===== src/rtl/dma_dsc_splitter.sv =====
// dma_dsc_splitter: splits a host transfer command into XDMA bypass descriptors,
// none longer than MAX_DSC_LEN bytes and none crossing a MAX_DSC_LEN address boundary.
// Optional statistics counters are built when DMA_DSC_SPLITTER_STATS_EN is defined.
module dma_dsc_splitter #(
  parameter int unsigned MAX_DSC_LEN = 4096
) (
  input  logic        pcie_clk,
  input  logic        pcie_rst,
  input  logic        s_cmd_valid,
  output logic        s_cmd_ready,
  input  logic [63:0] s_cmd_addr,
  input  logic [31:0] s_cmd_len,
  input  logic        dsc_byp_ready,
  output logic [63:0] dsc_byp_addr,
  output logic [31:0] dsc_byp_len,
  output logic        dsc_byp_load,
  output logic        cmd_done,
  output logic        busy,
  output logic [31:0] stat_cmd_cnt,
  output logic [31:0] stat_dsc_cnt
);

  localparam int unsigned OFF_W = $clog2(MAX_DSC_LEN);

  typedef enum logic {
    IDLE,
    ISSUE
  } state_t;

  state_t      state;
  logic [63:0] addr_r;
  logic [31:0] rem_r;
  logic [31:0] offset;
  logic [31:0] room;
  logic [31:0] chunk;
  logic        accept;
  logic        load;
  logic        last;

  // Descriptor length: remaining bytes, clipped at the next MAX_DSC_LEN boundary.
  always_comb begin
    offset = '0;
    offset[OFF_W-1:0] = addr_r[OFF_W-1:0];
    room   = 32'(MAX_DSC_LEN) - offset;
    chunk  = (rem_r < room) ? rem_r : room;
  end

  assign s_cmd_ready  = (state == IDLE);
  assign accept       = s_cmd_valid & s_cmd_ready;
  // Gated by reset so no descriptor is loaded while the block is being reset.
  assign load         = (state == ISSUE) & dsc_byp_ready & ~pcie_rst;
  assign last         = (chunk == rem_r);
  assign dsc_byp_load = load;
  assign dsc_byp_addr = addr_r;
  assign dsc_byp_len  = chunk;
  assign busy         = (state == ISSUE);

  // Command FSM: latch a command, then walk it one descriptor per load.
  always_ff @(posedge pcie_clk) begin
    if (pcie_rst) begin
      state    <= IDLE;
      addr_r   <= '0;
      rem_r    <= '0;
      cmd_done <= 1'b0;
    end else begin
      cmd_done <= 1'b0;
      case (state)
        IDLE: begin
          if (accept) begin
            addr_r <= s_cmd_addr;
            rem_r  <= s_cmd_len;
            if (s_cmd_len == '0) cmd_done <= 1'b1;
            else                 state    <= ISSUE;
          end
        end
        ISSUE: begin
          if (load) begin
            addr_r <= addr_r + {32'd0, chunk};
            rem_r  <= rem_r - chunk;
            if (last) begin
              state    <= IDLE;
              cmd_done <= 1'b1;
            end
          end
        end
        default: state <= IDLE;
      endcase
    end
  end

`ifdef DMA_DSC_SPLITTER_STATS_EN
  logic [31:0] cmd_cnt_r;
  logic [31:0] dsc_cnt_r;

  // Statistics: accepted commands (zero-length included) and loaded descriptors.
  always_ff @(posedge pcie_clk) begin
    if (pcie_rst) begin
      cmd_cnt_r <= '0;
      dsc_cnt_r <= '0;
    end else begin
      if (accept) cmd_cnt_r <= cmd_cnt_r + 32'd1;
      if (load)   dsc_cnt_r <= dsc_cnt_r + 32'd1;
    end
  end

  assign stat_cmd_cnt = cmd_cnt_r;
  assign stat_dsc_cnt = dsc_cnt_r;
`else
  assign stat_cmd_cnt = '0;
  assign stat_dsc_cnt = '0;
`endif

endmodule

===== config.mk =====
export PLATFORM = sky130hd
export DESIGN_NAME = dma_dsc_splitter
export DESIGN_NICKNAME = d
export VERILOG_FILES = /design/src/rtl/dma_dsc_splitter.sv
export SDC_FILE = /design/constraint.sdc
export NUM_CORES = 1
export LEC_CHECK = 0
export ABC_AREA = 0
export CORE_UTILIZATION = 45
export CTS_BUF_LIST = sky130_fd_sc_hd__clkbuf_8
export CTS_CLUSTER_DIAMETER = 80
export DETAILED_ROUTE_END_ITERATION = 10
export PLACE_DENSITY_LB_ADDON = 0.15
export SLEW_MARGIN = 20
export SYNTH_ARGS = -nofsm -noshare
export SYNTH_HDL_FRONTEND = slang
export SYNTH_SLANG_ARGS = --single-unit

===== constraint.sdc =====
create_clock -name pcie_clk -period 5.8 [get_ports pcie_clk]
set_clock_uncertainty 0.05 [all_clocks]
set_input_delay 0.58 -clock pcie_clk [delete_from_list [all_inputs] [get_ports pcie_clk]]
set_output_delay 0.58 -clock pcie_clk [all_outputs]
set_load 0.03 [all_outputs]

Word-level counts from Yosys, hierarchy flattened
Index checks and enable logic that the tools add are counted.
{"block": "totals", "n_memories": 0, "rom_bits": 0, "ram_bits": 0, "latchBits": 0, "inputBits": 100, "output_inout_bits": 164, "ff_bits": 98}
{"block": "classes", "eq_ne": 3, "multipliers": 0, "n_addsub": 3, "bitwise_logic": 5, "shifts": 0, "n_reduce_logical": 2, "mux": 17, "div": 0, "magnitude_cmp": 1}
{"op": "$mux 64", "n": 2}
{"op": "$pmux 64 s2", "n": 1}
{"op": "$mux 32", "n": 3}
{"op": "$add 64x32->64", "n": 1}
{"op": "$pmux 32 s2", "n": 1}
{"op": "$eq 32x32->1", "n": 1}
{"op": "$logic_not 32->1", "n": 1}
{"op": "$lt 32x32->1", "n": 1}
{"op": "$sub 32x32->32", "n": 1}
{"op": "$sub 13x12->14 const A", "n": 1}
{"op": "$mux 1", "n": 8}
{"op": "$pmux 1 s2", "n": 2}
{"op": "$and 1x1->1", "n": 3}
{"op": "$ne 2x1->1 const B", "n": 1}
{"op": "$ne 2x2->1 const B", "n": 1}
{"op": "$not 1->1", "n": 2}
{"op": "$reduce_and 2->1", "n": 1}

Logic depth before layout (Yosys ltp)
{"block": "logic_depth", "word_depth": 7, "mapped_depth": 27, "depth_no_buf": 25}

Worst setup path before layout
Ideal clock, no wire load.
{"block": "synth_timing", "path_type": "register -> register", "from": "register addr_r[2], in the netlist dsc_byp_addr[2]", "to": "register addr_r[56], in the netlist dsc_byp_addr[56]", "arrival_time_ns": 6.601, "setup_slack_ns": -0.978, "path_buffers": 2, "required_time_ns": 5.623, "period_less_slack_ns": 6.778, "stages_incl_launch_ff": 27, "path_cell_list": "dfxtp_1 -> nor3_1 -> nand2b_1 -> nor4_1 -> nor3b_1 -> xnor2_1 -> inv_1 -> ha_1 -> a211o_1 -> or4_1 -> a21oi_1 -> nor4_1 -> nor4_4 -> buf_4 -> mux2i_1 -> ha_1 -> inv_1 -> fa_1 -> nor2b_1 -> o31a_1 -> a41oi_2 -> o21ai_2 -> a41oi_4 -> o22ai_2 -> buf_6 -> a31oi_1 -> or3b_1"}
{"block": "synth_between", "elab_chain_len": 6}
{"item": "from (decl)", "line": "31", "rtl": "logic [63:0] addr_r;"}
{"item": "from (signal assigned)", "line": "70", "rtl": "addr_r <= s_cmd_addr;"}
{"item": "from (signal assigned)", "line": "78", "rtl": "addr_r <= addr_r + {32'd0, chunk};"}
{"item": "$sub 13x12->14", "line": "44", "rtl": "room = 32'(MAX_DSC_LEN) - offset;"}
{"item": "$lt 32x32->1", "line": "45", "rtl": "chunk = (rem_r < room) ? rem_r : room;"}
{"item": "$mux 32", "line": "45"}
{"item": "net dsc_byp_len[0]", "line": "15", "rtl": "output logic [31:0] dsc_byp_len,"}
{"item": "$add 64x32->64", "line": "78"}
{"item": "$mux 64", "line": "77", "rtl": "if (load) begin"}
{"item": "$pmux 64 s2", "line": "67", "rtl": "case (state)"}
The timed path passes the listed nets, and every way through them passes these cells. The select of a mux whose other input is x is not followed.
A chain may end at the register's enable or synchronous reset.

Worst setup path after layout
{"block": "layout_timing", "from": "register addr_r[0], in the netlist dsc_byp_addr[0]", "to": "register addr_r[56], in the netlist dsc_byp_addr[56]"}
{"block": "layout_between", "elab_chain_len": 6}
{"item": "$sub 13x12->14", "line": "44"}
{"item": "$lt 32x32->1", "line": "45"}
{"item": "$mux 32", "line": "45"}
{"item": "$add 64x32->64 (*)", "line": "78"}
{"item": "$mux 64 (*)", "line": "77"}
{"item": "$pmux 64 s2 (*)", "line": "67"}
Every way passes the cells marked *; elsewhere a longest branch is shown, timed or not. The select of a mux whose other input is x is not followed.

==> impl_metrics.yaml <==
cts:
  postCtsHoldBufs: 0
  clkLatencyLatePin_ns: 0.40
  clkTransAtPathRegs_ns: 0.12
  cts_num_sinks: 98
  cts_tree: "yes"
  htree_levels: 3
  clk_path_buf_depth: 2
  root_buffer: "clkbuf_8"
  cts_buffers: 9
synthesis:
  ys_warn_count: 0
  netlist_area_um2: 9235
  synth_ff_type: "dfxtp_1"
  ys_seq_elements: 98
  yosysSeqAreaShare: 0.2124
  synth_edf_count: 0
  netlist_instances: 1220
  syn_area_per_cell_um2: 7.570
  ys_types: 87
  synth-async-reset-ratio: 0
grt:
  track_usage: 0.2787
  first_global_vias: 9188
  grt_max_degree: 74
  antenna_found_initial: 0
  grt-ovfl-total: 0
  grt_pass1_wl_um: 47410
route:
  drc: 0
  vias_per_cell: 5.849
  postRouteAntennaNets: 0
  vias: 10150
  detail_route.wl_per_cell_um: 18.15
  wl_um: 31510
  drt_iter0_drc: 640
  firstDrtPassIters: 5
floorplan:
  start_util: 0.4579
  die_x_um: 145.3
  rows: 52
  core_area_um2: 20170
  ios: 264
  die-area_um2: 21100
  fp.dieH_um: 145.3
place:
  dp_hpwl_um: 22110
  port_buffers: 180
  placed_cell_area_um2: 11450
  globalplace.congestion: 0.9233
critical_path:
  crit_family: "simple AND/OR/NAND/NOR gates"
  worstPathRequired_ns: 6.05
  crit_arrival_ns: 6.11
  cp_slowest_cell: "or4_4"
  endpoint_kind: "register"
  worst-path-buf-inv: 8
  cpPeakStageDelay_ns: 0.46
  path_max_fanout: 8
  path_class: "reg -> reg"
  cp-start-kind: "register"
power:
  power_density_nw_per_um2: 263.5
  leakage_nw: 4.954
  ir_drop_v: 0.0001422
  total_power_mw: 3.298
sta:
  layout_min_cycle_time_ns: 5.865
  setup_viol: 7
  worst_pin_slew_ns: 1.095
  fin_crit_sh: 1.011
  setup_slack_ns: -0.06519
  drv_slew: 0
  slew_headroom: 0.2674
  fmax_mhz: 170.5
  hold_viol: 0
  rsz0062_at_grt: "yes"
final_layout:
  layout-drive-gt1-share: 0.1630
  design_area_um2: 12510
  multi_input_area_um2: 7186
  area_growth_syn_to_layout_pct: 35.51
  fin_nets: 1621
  fill_cells: 1795
  n_antenna_cell: 0
  regArea_um2: 1977
min_path:
  min_path_type: "reg -> reg"
run_status:
  violations: "setup timing"
  status: "finished with violations"
job:
  max-cap-violations: 0
area by class of cell:
class / instances / share of cell area
clock buffers: 10 / 0.01100
clock inverters: 6 / 0.006099
inverters: 36 / 0.01120
multi-input cells: 1035 / 0.5742
flip-flops and latches: 98 / 0.1580
well taps: 270 / 0.02699
repair buffers: 281 / 0.2126
worst register-to-register path, delay by kind of cell (launching register included):
kind                     cells  cell delay (ns)
buffers and inverters        8             0.79
adder cells (fa/ha/maj)      4             0.97
AND/OR/NAND/NOR              6             1.64
flip-flops                   1             0.40
AO/OA/AOI/OAI                8             1.49
XOR/XNOR                     1             0.17
multiplexers                 1             0.26
kinds of logic after synthesis:
family,after synthesis,share of synthesized area
buffers and inverters,188,0.1131
xor gates and xnor gates,43,0.04078
adders and majority gates,60,0.08292
and+or+nand+nor,432,0.2395
DFF,98,0.2124
muxes,43,0.04823
other,1,0.0004061
AOI/OAI and AO/OA,355,0.2626
placed cells by master (no fill, tap or decap), types with 32 or more instances in the layout:
master / synthesis / final
a211oi_1: 46 / 43
a21oi_1: 108 / 100
buf_4: 85 / 90
clkdlybuf4s50_1: 0 / 179
conb_1: 1 / 102
dfxtp_1: 98 / 92
ha_1: 58 / 44
inv_1: 36 / 32
nand2_1: 87 / 84
nand3_1: 37 / 37
nor2_1: 115 / 114
final timing paths:
kind	from	to	slack, ns	cells after the start
setup / recovery	dsc_byp_addr[0]	dsc_byp_addr[56]	-0.07	28
hold / removal	rem_r[17]	rem_r[17]	0.45	2
setup reg to reg	dsc_byp_addr[0]	dsc_byp_addr[56]	-0.07	28
hold reg to reg	rem_r[17]	rem_r[17]	0.45	2
cells in the mapped netlist, types with 5 or more instances:
master	instances	area share
a211o_1	5	0.0047
a211oi_1	46	0.037
a21o_1	20	0.016
a21oi_1	108	0.059
a221oi_1	7	0.0066
a311oi_1	9	0.0085
a31oi_1	21	0.014
and3_1	29	0.020
and4_1	5	0.0047
buf_1	5	0.0020
buf_4	85	0.069
clkbuf_1	56	0.023
dfxtp_1	98	0.21
ha_1	58	0.079
inv_1	36	0.015
mux2_1	9	0.011
mux2i_1	31	0.034
nand2_1	87	0.035
nand2b_1	7	0.0047
nand3_1	37	0.020
nand3b_1	6	0.0049
nand4_1	25	0.017
nand4b_1	5	0.0047
nor2_1	115	0.047
nor2b_1	17	0.012
nor3_1	28	0.015
nor4_1	27	0.018
o211ai_1	12	0.0098
o21a_1	11	0.0089
o21ai_0	26	0.014
o21ai_1	12	0.0065
o21bai_1	8	0.0065
o22ai_1	6	0.0041
o31ai_1	7	0.0057
or2_2	5	0.0034
or3_1	8	0.0054
or4_1	11	0.0089
xnor2_1	29	0.028
xor2_1	14	0.013
state kept, by name (all words and copies together) (netlist names):
signal / count
busy: 1
cmd_done: 1
dsc_byp_addr: 64
rem_r: 32
power breakdown:
part | total [mW] | internal, mW | switching (mW) | leakage [nW]
clock network | 0.520 | 0.220 | 0.299 | 0.110
logic | 1.94 | 0.860 | 1.08 | 4.03
registers | 0.837 | 0.741 | 0.0954 | 0.813
total | 3.30 | 1.82 | 1.48 | 4.95
per-stage QoR:
step	setup WS, ns	cells	TNS [ns]	util	hold slack, ns
2_1_floorplan	-0.1309	1321	-0.6638	-	0.4133
3_3_place_gp	-0.006487	1684	-0.006487	0.5679	0.4337
3_5_place_dp	-0.1194	1684	-0.6954	0.5679	0.4391
4_1_cts	0.01647	1705	0	0.5837	0.4558
5_1_grt	-0.2544	1736	-5.193	0.6205	0.4838
6_report	-0.06519	1736	-0.2358	0.6205	0.4535
timing repair:
item	CTS	global route
pin swaps	2	35
endpoints found under the setup margin	26	65
gates cloned	0	2
buffers inserted	5	29
gates resized for setup	14	90
per-layer routing:
| metal | vias to the layer above | share of wire | global-route usage |
|---|---|---|---|
| li1 | 4851 | - | - |
| met1 | 4761 | 0.43 | 0.3613 |
| met2 | 479 | 0.47 | 0.4707 |
| met3 | 62 | 0.071 | 0.02862 |
| met4 | 0 | 0.028 | 0.1147 |
| met5 | - | 0 | 0 |
Note: power is estimated with default switching activity, not from simulation.
